`src/rtl/sdram_rr_arbiter.sv`:
```
// Two-requester round-robin Avalon-MM arbiter in front of the SDRAM controller.
// One command in flight at a time; read responses are routed back by a small ID FIFO.
module sdram_rr_arbiter #(
  parameter int AW       = 32,
  parameter int DW       = 32,
  parameter int MAX_PEND = 4
) (
  input  logic                clk,
  input  logic                rst_n,
  input  logic [2*AW-1:0]     req_address,
  input  logic [1:0]          req_read,
  input  logic [1:0]          req_write,
  input  logic [2*DW-1:0]     req_writedata,
  input  logic [2*DW/8-1:0]   req_byteenable,
  output logic [1:0]          req_waitrequest,
  output logic [DW-1:0]       req_readdata,
  output logic [1:0]          req_readdatavalid,
  output logic [AW-1:0]       m_address,
  output logic                m_read,
  output logic                m_write,
  output logic [DW-1:0]       m_writedata,
  output logic [DW/8-1:0]     m_byteenable,
  input  logic                m_waitrequest,
  input  logic [DW-1:0]       m_readdata,
  input  logic                m_readdatavalid,
  output logic                err
);

  localparam int BW = DW / 8;
  localparam int PW = (MAX_PEND > 1) ? $clog2(MAX_PEND) : 1;
  localparam int CW = $clog2(MAX_PEND + 1);
  localparam logic [CW-1:0] PEND_MAX = CW'(MAX_PEND);
  localparam logic [PW-1:0] PTR_LAST = PW'(MAX_PEND - 1);

  typedef enum logic {IDLE, BUSY} state_t;

  state_t         state_reg, state_next;
  logic           sel_reg, sel_next;
  logic           last_reg, last_next;
  logic           err_reg, err_next;
  logic [CW-1:0]  pend_reg, pend_next;
  logic [PW-1:0]  wr_ptr_reg, rd_ptr_reg;
  logic           fifo_mem [MAX_PEND];

  logic [1:0]     both_strobes;
  logic [1:0]     eligible;
  logic           fifo_empty, pop, push, accepted, read_room, busy;

  function automatic logic [PW-1:0] ptr_inc(input logic [PW-1:0] ptr);
    return (ptr == PTR_LAST) ? '0 : ptr + 1'b1;
  endfunction

  assign busy       = (state_reg == BUSY);
  assign fifo_empty = (pend_reg == '0);
  assign pop        = m_readdatavalid && !fifo_empty;
  // A slot freed by this cycle's pop counts, so a blocked read is granted on the pop cycle.
  assign read_room  = (pend_reg < PEND_MAX) || pop;

  for (genvar gi = 0; gi < 2; gi++) begin : g_req
    assign both_strobes[gi]      = req_read[gi] & req_write[gi];
    assign eligible[gi]          = (req_read[gi] ^ req_write[gi]) & (req_write[gi] | read_room);
    assign req_waitrequest[gi]   = !(busy && (sel_reg == 1'(gi))) || m_waitrequest;
    assign req_readdatavalid[gi] = pop && (fifo_mem[rd_ptr_reg] == 1'(gi));
  end

  assign m_address    = sel_reg ? req_address[2*AW-1:AW]    : req_address[AW-1:0];
  assign m_writedata  = sel_reg ? req_writedata[2*DW-1:DW]  : req_writedata[DW-1:0];
  assign m_byteenable = sel_reg ? req_byteenable[2*BW-1:BW] : req_byteenable[BW-1:0];
  assign m_read       = busy && req_read[sel_reg];
  assign m_write      = busy && req_write[sel_reg];
  assign req_readdata = m_readdata;
  assign err          = err_reg;

  assign accepted = (m_read || m_write) && !m_waitrequest;
  assign push     = accepted && m_read;

  always_comb begin
    state_next = state_reg;
    sel_next   = sel_reg;
    last_next  = last_reg;
    err_next   = err_reg || (|both_strobes) || (m_readdatavalid && fifo_empty);
    unique case (state_reg)
      IDLE: begin
        if (|eligible) begin
          sel_next   = (&eligible) ? ~last_reg : eligible[1];
          state_next = BUSY;
        end
      end
      BUSY: begin
        if (accepted) begin
          last_next  = sel_reg;
          state_next = IDLE;
        end else if (!req_read[sel_reg] && !req_write[sel_reg]) begin
          // Master withdrew its command while stalled.
          state_next = IDLE;
          err_next   = 1'b1;
        end
      end
      default: state_next = IDLE;
    endcase
  end

  always_comb begin
    pend_next = pend_reg;
    unique case ({push, pop})
      2'b10:   pend_next = pend_reg + 1'b1;
      2'b01:   pend_next = pend_reg - 1'b1;
      default: pend_next = pend_reg;
    endcase
  end

  always_ff @(posedge clk or negedge rst_n) begin
    if (!rst_n) begin
      state_reg  <= IDLE;
      sel_reg    <= 1'b0;
      last_reg   <= 1'b1;
      err_reg    <= 1'b0;
      pend_reg   <= '0;
      wr_ptr_reg <= '0;
      rd_ptr_reg <= '0;
    end else begin
      state_reg <= state_next;
      sel_reg   <= sel_next;
      last_reg  <= last_next;
      err_reg   <= err_next;
      pend_reg  <= pend_next;
      if (push) wr_ptr_reg <= ptr_inc(wr_ptr_reg);
      if (pop)  rd_ptr_reg <= ptr_inc(rd_ptr_reg);
    end
  end

  // Entry contents need no reset: pointers and count define what is valid.
  always_ff @(posedge clk) begin
    if (push) fifo_mem[wr_ptr_reg] <= sel_reg;
  end

endmodule

```
`config.mk`:
```
export PLATFORM = sky130hd
export DESIGN_NAME = sdram_rr_arbiter
export DESIGN_NICKNAME = d
export VERILOG_FILES = /design/src/rtl/sdram_rr_arbiter.sv
export SDC_FILE = /design/constraint.sdc
export NUM_CORES = 1
export LEC_CHECK = 0
export CELL_PAD_IN_SITES_DETAIL_PLACEMENT = 0
export CELL_PAD_IN_SITES_GLOBAL_PLACEMENT = 1
export CORE_MARGIN = 4
export CORE_UTILIZATION = 16
export DETAILED_ROUTE_END_ITERATION = 6
export PLACE_DENSITY = 0.86
export SLEW_MARGIN = 10
export SYNTH_ARGS = -nofsm -noshare
export SYNTH_HDL_FRONTEND = slang
export SYNTH_SLANG_ARGS = --single-unit
```
`constraint.sdc`:
```
create_clock -name clk -period 3.3 [get_ports clk]
set_input_delay 0.33 -clock clk [delete_from_list [all_inputs] [get_ports clk]]
set_output_delay 0.33 -clock clk [all_outputs]
set_load 0.01 [all_outputs]
```
==> results of run 1 <==
## how the worst max path moves through the flow
| stage | from | end | cells past startpoint |
|---|---|---|---|
| 3_5_place_dp | sel_reg | pend_reg[2] | 9 |
| 5_1_grt | sel_reg | m_writedata[20] | 3 |
| 3_3_place_gp | req_read[0] | pend_reg[2] | 10 |
| 4_1_cts | sel_reg | m_writedata[20] | 3 |
| 6_report | sel_reg | m_writedata[20] | 3 |
| 2_1_floorplan | sel_reg | pend_reg[2] | 9 |
## placed cells by master (no fill, tap or decap), types with 2 or more instances in the layout
cell,Yosys,routed
sky130_fd_sc_hd__nand2b_1,2,2
sky130_fd_sc_hd__xor2_1,2,2
sky130_fd_sc_hd__and2_1,4,4
sky130_fd_sc_hd__nor2b_1,2,2
sky130_fd_sc_hd__o21ai_0,4,4
sky130_fd_sc_hd__nand2_1,2,2
sky130_fd_sc_hd__nor2_1,8,8
sky130_fd_sc_hd__edfxtp_1,4,4
sky130_fd_sc_hd__dfrtp_1,10,9
sky130_fd_sc_hd__mux2_2,71,71
sky130_fd_sc_hd__clkbuf_16,0,3
sky130_fd_sc_hd__inv_1,10,10
sky130_fd_sc_hd__ha_1,8,8
sky130_fd_sc_hd__clkdlybuf4s50_1,0,218
sky130_fd_sc_hd__nor3_1,3,3
sky130_fd_sc_hd__mux2i_1,4,4
## cell type report
type / count / area share
Timing Repair Buffer: 219 / 0.532
Multi-Input combinational cell: 122 / 0.298
Sequential cell: 15 / 0.0968
Tap cell: 147 / 0.0445
Clock buffer: 3 / 0.0181
Inverter: 10 / 0.00907
Clock inverter: 1 / 0.00181
## per-stage QoR
stage | hold WS (ns) | power [W] | setup slack (ns) | area, um2 | cells
after CTS | 0.460 | 0.00244 | 0.759 | 4140 | 517
final | 0.434 | 0.00240 | 0.809 | 4140 | 517
after floorplan | 0.0344 | 0.00135 | 1.42 | 1960 | 187
after global placement | 0.486 | 0.00214 | 0.979 | 4060 | 513
after detailed placement | 0.494 | 0.00218 | 0.959 | 4060 | 513
after global routing | 0.488 | 0.00257 | 0.699 | 4140 | 517
## kinds of logic after synthesis
logic type,Yosys count,share of synthesized area
multiplexers,76,0.439
XOR/XNOR,3,0.0134
flip-flops,15,0.202
AND/OR/NAND/NOR,24,0.0707
AO/OA/AOI/OAI,10,0.0427
adder cells (fa/ha/maj),9,0.0612
buffers and inverters,50,0.171
## power breakdown
group	total, W	switching, W	internal, W
Sequential	0.000422	0.000146	0.000275
Clock	0.000246	0.0000821	0.000164
Combinational	0.00173	0.000634	0.00110
## routing by layer
metal | up-vias | routed length [um] | share of wire
met5 | - | 0 | 0
met3 | 7 | 879 | 0.099
li1 | 996 | - | -
met2 | 127 | 4780 | 0.54
met1 | 953 | 3130 | 0.35
met4 | 0 | 111 | 0.012
## worst max-delay path, delay by kind of cell (launching register included)
kind / cells / cell delay [ns]
buf+inv: 2 / 0.81
mux: 1 / 0.38
flops: 1 / 0.69
==> results.sh, run 1 <==
export IMPL_cp_end_kind="output pin"
export IMPL_num_rows=40
export IMPL_core_area_um2=12000
export IMPL_drt_antenna_violating_nets=0
export IMPL_cts_buffer_depth=2
export IMPL_synth_ff_latch_count=15
export IMPL_global_route_overflow_total=0
export IMPL_top_usage_layer="met2"
export IMPL_synth_most_common_cell="sky130_fd_sc_hd__mux2_2"
export IMPL_start_util=0.163
export IMPL_gp_congestion=0.797
export IMPL_grt_util_met3=0.0526
export IMPL_critical_path_arrival_ns=2.16
export IMPL_cpMaxStageDelayCell="sky130_fd_sc_hd__dfrtp_4"
export IMPL_largest_register_ff_count=4
export IMPL_place_hpwl_um=7760
export IMPL_final_setup_viol_count=0
export IMPL_die_width_um=119
export IMPL_proportion_of_netlist_area_held_by_the_largest_area_contributor=0.407
export IMPL_drt_first_iter_violations=63
export IMPL_h_tree_depth=1
export IMPL_synthCells=187
export IMPL_critPathMaxFanout=47
export IMPL_seq_area_um2=400
export IMPL_finalHoldViolCount=0
export IMPL_max_freq_mhz=401
export IMPL_finalWorstPathRequiredPeriod_ns=2.49
export IMPL_placement_io_buffers=218
export IMPL_detail_route_wl_per_cell_um=17.2
export IMPL_detailroute_via_count=2083
export IMPL_worstReg2RegStart="sel_reg"
export IMPL_pwr_density_cell_nw_per_um2=579
export IMPL_grt_pass1_wl_um=13000
export IMPL_vdd_ir_drop_worst_uv=253
export IMPL_report_final_slew_viol_count=0
export IMPL_ys_seq_area_frac=0.202
export IMPL_die_h_um=119
export IMPL_routed_wirelength_um=8900
export IMPL_drv_max_cap_violation_count=0
export IMPL_route_detailed_vias_per_inst=4.03
export IMPL_run_status="finished clean"
export IMPL_fin_setup_tns_ns=0
export IMPL_period_utilization_post_route=0.755
export IMPL_timing_setup_critical_path_class="reg2out"
export IMPL_first_pass_drt_iterations=6
export IMPL_worst_slew_pin_slew_ns=0.542
export IMPL_postCtsResizedCells=0
export IMPL_clk_latency_ns=0.25
export IMPL_r2r_cells=9
export IMPL_synthesis_area_per_instance_um2=10.5
export IMPL_grt_setup_unrepaired="no"
export IMPL_max_slew_margin_rel=0.638
export IMPL_grt_use_met1=0.118
export IMPL_synth_area_um2=1960
export IMPL_fin_skew_ns=0.00102
export IMPL_area_growth_pct=111
export IMPL_clock_tree_root_cell="sky130_fd_sc_hd__clkbuf_16"
export IMPL_rrSetupSlack_ns=1.01
export IMPL_pin_count_of_the_biggest_net_entering_global_routing=48
export IMPL_synth_top_cells_by_count="71 x sky130_fd_sc_hd__mux2_2, 39 x sky130_fd_sc_hd__buf_4, 10 x sky130_fd_sc_hd__dfrtp_1, 10 x sky130_fd_sc_hd__inv_1"
export IMPL_synth_enable_flop_cells=4
export IMPL_tritoncts_num_sinks=15
export IMPL_antenna_cells_inserted=0
export IMPL_path_clk_slew_ns=0.05
export IMPL_grtUsageMet2=0.218
export IMPL_post_cts_hold_buffer_count=0
export IMPL_ys_dominant_reg_cell="sky130_fd_sc_hd__dfrtp_1"
export IMPL_design_final_nets=556
export IMPL_final_layout_size_suffix_gt1_frac=0.222
export IMPL_area_of_the_multi_input_gates_um2=1230
export IMPL_antenna_found_initial=0
export IMPL_globalRouteTotalUtil=0.117
export IMPL_number_of_global_route_vias_before_repair=2315
export IMPL_yosys_area_top_type="sky130_fd_sc_hd__mux2_2"
export IMPL_power_leakage_nw=1.57
export IMPL_worstPathRequired_ns=2.97
export IMPL_hold_path_class="in2async"
export IMPL_tritoncts="done"
export IMPL_postSynthNetCount=372
export IMPL_ios=283
export IMPL_warning_count_from_the_yosys_run=0
export IMPL_filler_cell_count=1206
export IMPL_path_cells="buf_12, mux2_2, clkdlybuf4s50_1"
export IMPL_timing_rr_end="pend_reg[2]"
export IMPL_critical_path_max_stage_delay_ns=0.69
export IMPL_asyncSetResetFlopFracSynth=0.733
export IMPL_number_of_remaining_drc_errors=0
export IMPL_die_area_um2=14100
export IMPL_post_cts_repair_setup_buffers=0
export IMPL_cts_inserted_buffers=3
export IMPL_setup_worst_path_start_class="flip-flop"
export IMPL_yosysUniqueCellTypes=29
export IMPL_layout_core_utilization=0.344
export IMPL_synth_area_top_cells="sky130_fd_sc_hd__mux2_2 41%, sky130_fd_sc_hd__buf_4 15%, sky130_fd_sc_hd__dfrtp_1 13%"
Power figures use the tool's default switching activity.
==> inputs of run 2 (changes only) <==
Settings changed: CORE_UTILIZATION 16 to 15, PLACE_DENSITY 0.86 to 0.82.
Clock period 3.3 ns to 2.54 ns, I/O delays scaled along.
==> run 2 against run 1 <==
- hold slack worse by 0.080 ns
- critical path depth unchanged
- sequential share of layout area down 0.084 points
- first-iteration DRC count shrank 17%
- setup slack lost 0.46 ns
- register-to-register slack worse by 0.48 ns
- critical path type unchanged
- critical endpoint is now m_byteenable[0]
- largest cell class unchanged
- largest power group unchanged
==> results.sh, run 2 (synthesis results as in run 1) <==
export IMPL_largest_register_ff_count=4
export IMPL_h_tree_depth=1
export IMPL_die_h_um=122
export IMPL_detail_route_wl_per_cell_um=17.0
export IMPL_pwr_density_cell_nw_per_um2=754
export IMPL_die_area_um2=15000
export IMPL_globalRouteTotalUtil=0.114
export IMPL_cp_end_kind="output pin"
export IMPL_num_rows=41
export IMPL_mostFrequentLayoutCell="sky130_fd_sc_hd__clkdlybuf4s50_1"
export IMPL_die_width_um=122
export IMPL_antenna_found_initial=0
export IMPL_timing_setup_critical_path_class="reg2out"
export IMPL_worst_slew_pin_slew_ns=0.520
export IMPL_fin_setup_tns_ns=0
export IMPL_tritoncts_num_sinks=15
export IMPL_critPathMaxFanout=29
export IMPL_core_area_um2=12700
export IMPL_period_utilization_post_route=0.861
export IMPL_tritoncts="done"
export IMPL_area_growth_pct=113
export IMPL_cts_buffer_depth=2
export IMPL_first_pass_drt_iterations=4
export IMPL_report_final_slew_viol_count=0
export IMPL_grt_pass1_wl_um=13000
export IMPL_grtUsageMet2=0.195
export IMPL_drt_first_iter_violations=52
export IMPL_fin_skew_ns=0.00221
export IMPL_start_util=0.154
export IMPL_route_detailed_vias_per_inst=3.80
export IMPL_post_cts_hold_buffer_count=0
export IMPL_layout_core_utilization=0.328
export IMPL_vdd_ir_drop_worst_uv=428
export IMPL_cts_inserted_buffers=3
export IMPL_final_layout_size_suffix_gt1_frac=0.224
export IMPL_gp_congestion=0.745
export IMPL_drt_antenna_violating_nets=0
export IMPL_global_route_overflow_total=0
export IMPL_finalWorstPathRequiredPeriod_ns=2.19
export IMPL_max_freq_mhz=457
export IMPL_power_leakage_nw=1.58
export IMPL_setup_worst_path_start_class="flip-flop"
export IMPL_post_cts_repair_setup_buffers=0
export IMPL_most_common_layout_cells="218 x sky130_fd_sc_hd__clkdlybuf4s50_1, 71 x sky130_fd_sc_hd__mux2_2, 10 x sky130_fd_sc_hd__inv_1"
export IMPL_antenna_cells_inserted=0
export IMPL_grt_setup_unrepaired="no"
export IMPL_number_of_remaining_drc_errors=0
export IMPL_grt_util_met3=0.0622
export IMPL_clk_latency_ns=0.25
export IMPL_postCtsResizedCells=0
export IMPL_final_setup_viol_count=0
export IMPL_number_of_global_route_vias_before_repair=2373
export IMPL_max_slew_margin_rel=0.652
export IMPL_finalHoldViolCount=0
export IMPL_pin_count_of_the_biggest_net_entering_global_routing=50
export IMPL_clock_tree_root_cell="sky130_fd_sc_hd__clkbuf_16"
export IMPL_design_final_nets=557
export IMPL_top_usage_layer="met2"
export IMPL_hold_path_class="in2async"
export IMPL_grt_use_met1=0.125
export IMPL_routed_wirelength_um=9220
export IMPL_r2r_cells=9
export IMPL_worstPathRequired_ns=2.29
export IMPL_path_clk_slew_ns=0.05
export IMPL_critical_path_arrival_ns=1.93
export IMPL_placement_io_buffers=218
export IMPL_drv_max_cap_violation_count=0
export IMPL_run_status="finished clean"
export IMPL_ios=283
export IMPL_filler_cell_count=1334
export IMPL_place_hpwl_um=8150
export IMPL_detailroute_via_count=2065
-- run 2: changes by cell type in the layout (fill, tap and decap cells not counted) --
cell / change
sky130_fd_sc_hd__buf_4: +1
sky130_fd_sc_hd__clkinvlp_4: -1
sky130_fd_sc_hd__clkinv_2: +1
-- run 2: final timing paths --
| kind | slack [ns] | start | endpoint |
|---|---|---|---|
| min in group clk | 0.50 | last_reg | last_reg |
| worst min register to register | 0.50 | last_reg | last_reg |
| worst min-delay path | 0.35 | rst_n | rd_ptr_reg[0] |
| max in group asynchronous | 1.79 | rst_n | sel_reg |
| worst max register to register | 0.53 | sel_reg | pend_reg[2] |
| worst max-delay path | 0.35 | sel_reg | m_byteenable[0] |
-- run 2: through the flow --
step	power, W	std cells	setup slack [ns]	hold slack [ns]	cell area, um2
finish	0.00315	543	0.352	0.354	4170
global route	0.00337	543	0.232	0.396	4170
CTS	0.00320	543	0.307	0.367	4170
detailed placement	0.00286	539	0.271	0.490	4090
global placement	0.00284	539	0.281	0.486	4090
floorplan	0.00176	187	0.656	-0.0416	1960
-- run 2: cell type report --
| type | instances | area [um2] | share of cell area |
|---|---|---|---|
| Inverter | 10 | 37.5 | 0.00899 |
| Tap cell | 172 | 215 | 0.0516 |
| Clock buffer | 3 | 75.1 | 0.0180 |
| Clock inverter | 1 | 5.00 | 0.00120 |
| Multi-Input combinational cell | 122 | 1230 | 0.295 |
| Timing Repair Buffer | 220 | 2210 | 0.529 |
| Sequential cell | 15 | 400 | 0.0959 |
-- run 2: worst max-delay path, stage by stage, from the launching register on --
cell,delay (ns)
sky130_fd_sc_hd__dfrtp_4,0.43
sky130_fd_sc_hd__buf_4,0.33
sky130_fd_sc_hd__mux2_2,0.40
sky130_fd_sc_hd__clkdlybuf4s50_1,0.52
-- run 2: metal layers --
| layer | part of all wire | wire, um | up-vias |
|---|---|---|---|
| li1 | - | - | 995 |
| met1 | 0.36 | 3340 | 942 |
| met2 | 0.52 | 4750 | 122 |
| met3 | 0.11 | 1050 | 6 |
| met4 | 0.0082 | 76 | 0 |
| met5 | 0 | 0 | - |
-- run 2: power by group --
| group | internal [W] | total, W | switching (W) |
|---|---|---|---|
| combinational | 0.00143 | 0.00238 | 0.000942 |
| sequential | 0.000359 | 0.000462 | 0.000103 |
| clock | 0.000210 | 0.000308 | 0.0000977 |
==> RTL change (settings of run 2) <==
`MAX_PEND`: 4 -> 8.
--- a/src/rtl/sdram_rr_arbiter.sv
+++ b/src/rtl/sdram_rr_arbiter.sv
@@ -3,7 +3,7 @@
 module sdram_rr_arbiter #(
   parameter int AW       = 32,
   parameter int DW       = 32,
-  parameter int MAX_PEND = 4
+  parameter int MAX_PEND = 8
 ) (
   input  logic                clk,
   input  logic                rst_n,
Behaviour: not the same (Yosys sat finds a counterexample within 10 cycles, from zero or initial values and one cycle with rst_n low).
==> RTL change against run 2 <==
Wire length grew 17%; global-route usage grew 0.68 points; clock power grew 43%; fmax shrank 7.0%; die area grew 15%; register-to-register slack lost 0.31 ns; setup slack lost 0.16 ns; first-iteration DRC count shrank 21%; design area grew 9.4%; area after synthesis grew 16%; total power grew 12%; sequential cell count grew 7; largest cell class unchanged.
==> RTL change: results (changes against run 2) <==
[global_routing]
grtUsageTotal_pct = 12.0  ; +0.68 points
grt_pass1_wl_mm = 15.6  ; +20%
gr-usage-met2_pct = 23.3  ; +3.8 points
gr-usage-met3_pct = 4.88  ; -1.3 points
grt_start_max_net_pins = 63  ; +26%
grt_pass1_vias = 2625  ; +11%

[final_layout]
clkCellAreaFrac_pct = 2.30  ; +0.38 points
multi_input_area_share_pct = 30.2  ; +0.67 points
largest_reg_flops = 8  ; +4
fin_nets = 586  ; +5.2%
n_all_inverters = 3  ; -7
multi_input_cells = 146  ; +20%
fillCellCount = 1512  ; +13%

[timing]
clock_skew_ns = 0.00323  ; +0.00101 ns
worst_slack_ns = 0.188  ; -0.165 ns

[worst_setup_path]
cp-endpoint = req_readdatavalid[0]
critPathLaunch = rd_ptr_reg[0]$_DFFE_PN0P_

[synthesis]
yosys.area_share.adder_pct = 4.96  ; -1.2 points
synth-edff-count = 8  ; +4
synthTopCellsByCount = mux2_1 (71), buf_4 (32), dfrtp_1 (13), buf_2 (10)
yosys.cell_types.count = 37  ; +28%
yosysSeqAreaShare_pct = 26.1  ; +5.9 points
syn-num-nets = 398  ; +7.0%
synth_compound_area_share_pct = 5.67  ; +1.4 points

[place]
hpwlAfterDp_mm = 9.53  ; +17%
preCtsSetupSlack_ns = 0.0875  ; -0.184 ns

[detailed_routing]
wirelength_mm = 10.7  ; +17%

[run_status]
run_status = completed

[power]
leakagePower_uw = 0.00171  ; +8.7%
power_sequential_uw = 674  ; +46%

==> RTL change: cell types whose count changed after synthesis, sizes merged, moves of 3 or more <==
| cell | run 2 | this run |
|---|---|---|
| a21oi | 0 | 3 |
| and2 | 4 | 1 |
| dfrtp | 10 | 13 |
| edfxtp | 4 | 8 |
| inv | 10 | 3 |
| nand2 | 2 | 10 |
| nor3 | 4 | 9 |
| xor2 | 2 | 5 |
==> RTL change: critical path: cells and delay by family (launching register included) <==
family	cells	cell delay [ns]
AND/OR/NAND/NOR	1	0.16
buffers and inverters	1	0.53
multiplexers	2	0.69
flip-flops	1	0.46
==> RTL change: stage by stage <==
| step | instances | utilization, % | total power [µW] | hold WS [ns] |
|---|---|---|---|---|
| final | 584 | 31.1 | 3520 | 0.421 |
| after global routing | 584 | 31.1 | 3770 | 0.476 |
| after CTS | 582 | 31.0 | 3580 | 0.460 |
| after detailed placement | 578 | 30.3 | 3110 | 0.508 |
| after global placement | 578 | 30.3 | 3070 | 0.508 |
| after floorplan | 213 | - | 1900 | -0.0416 |
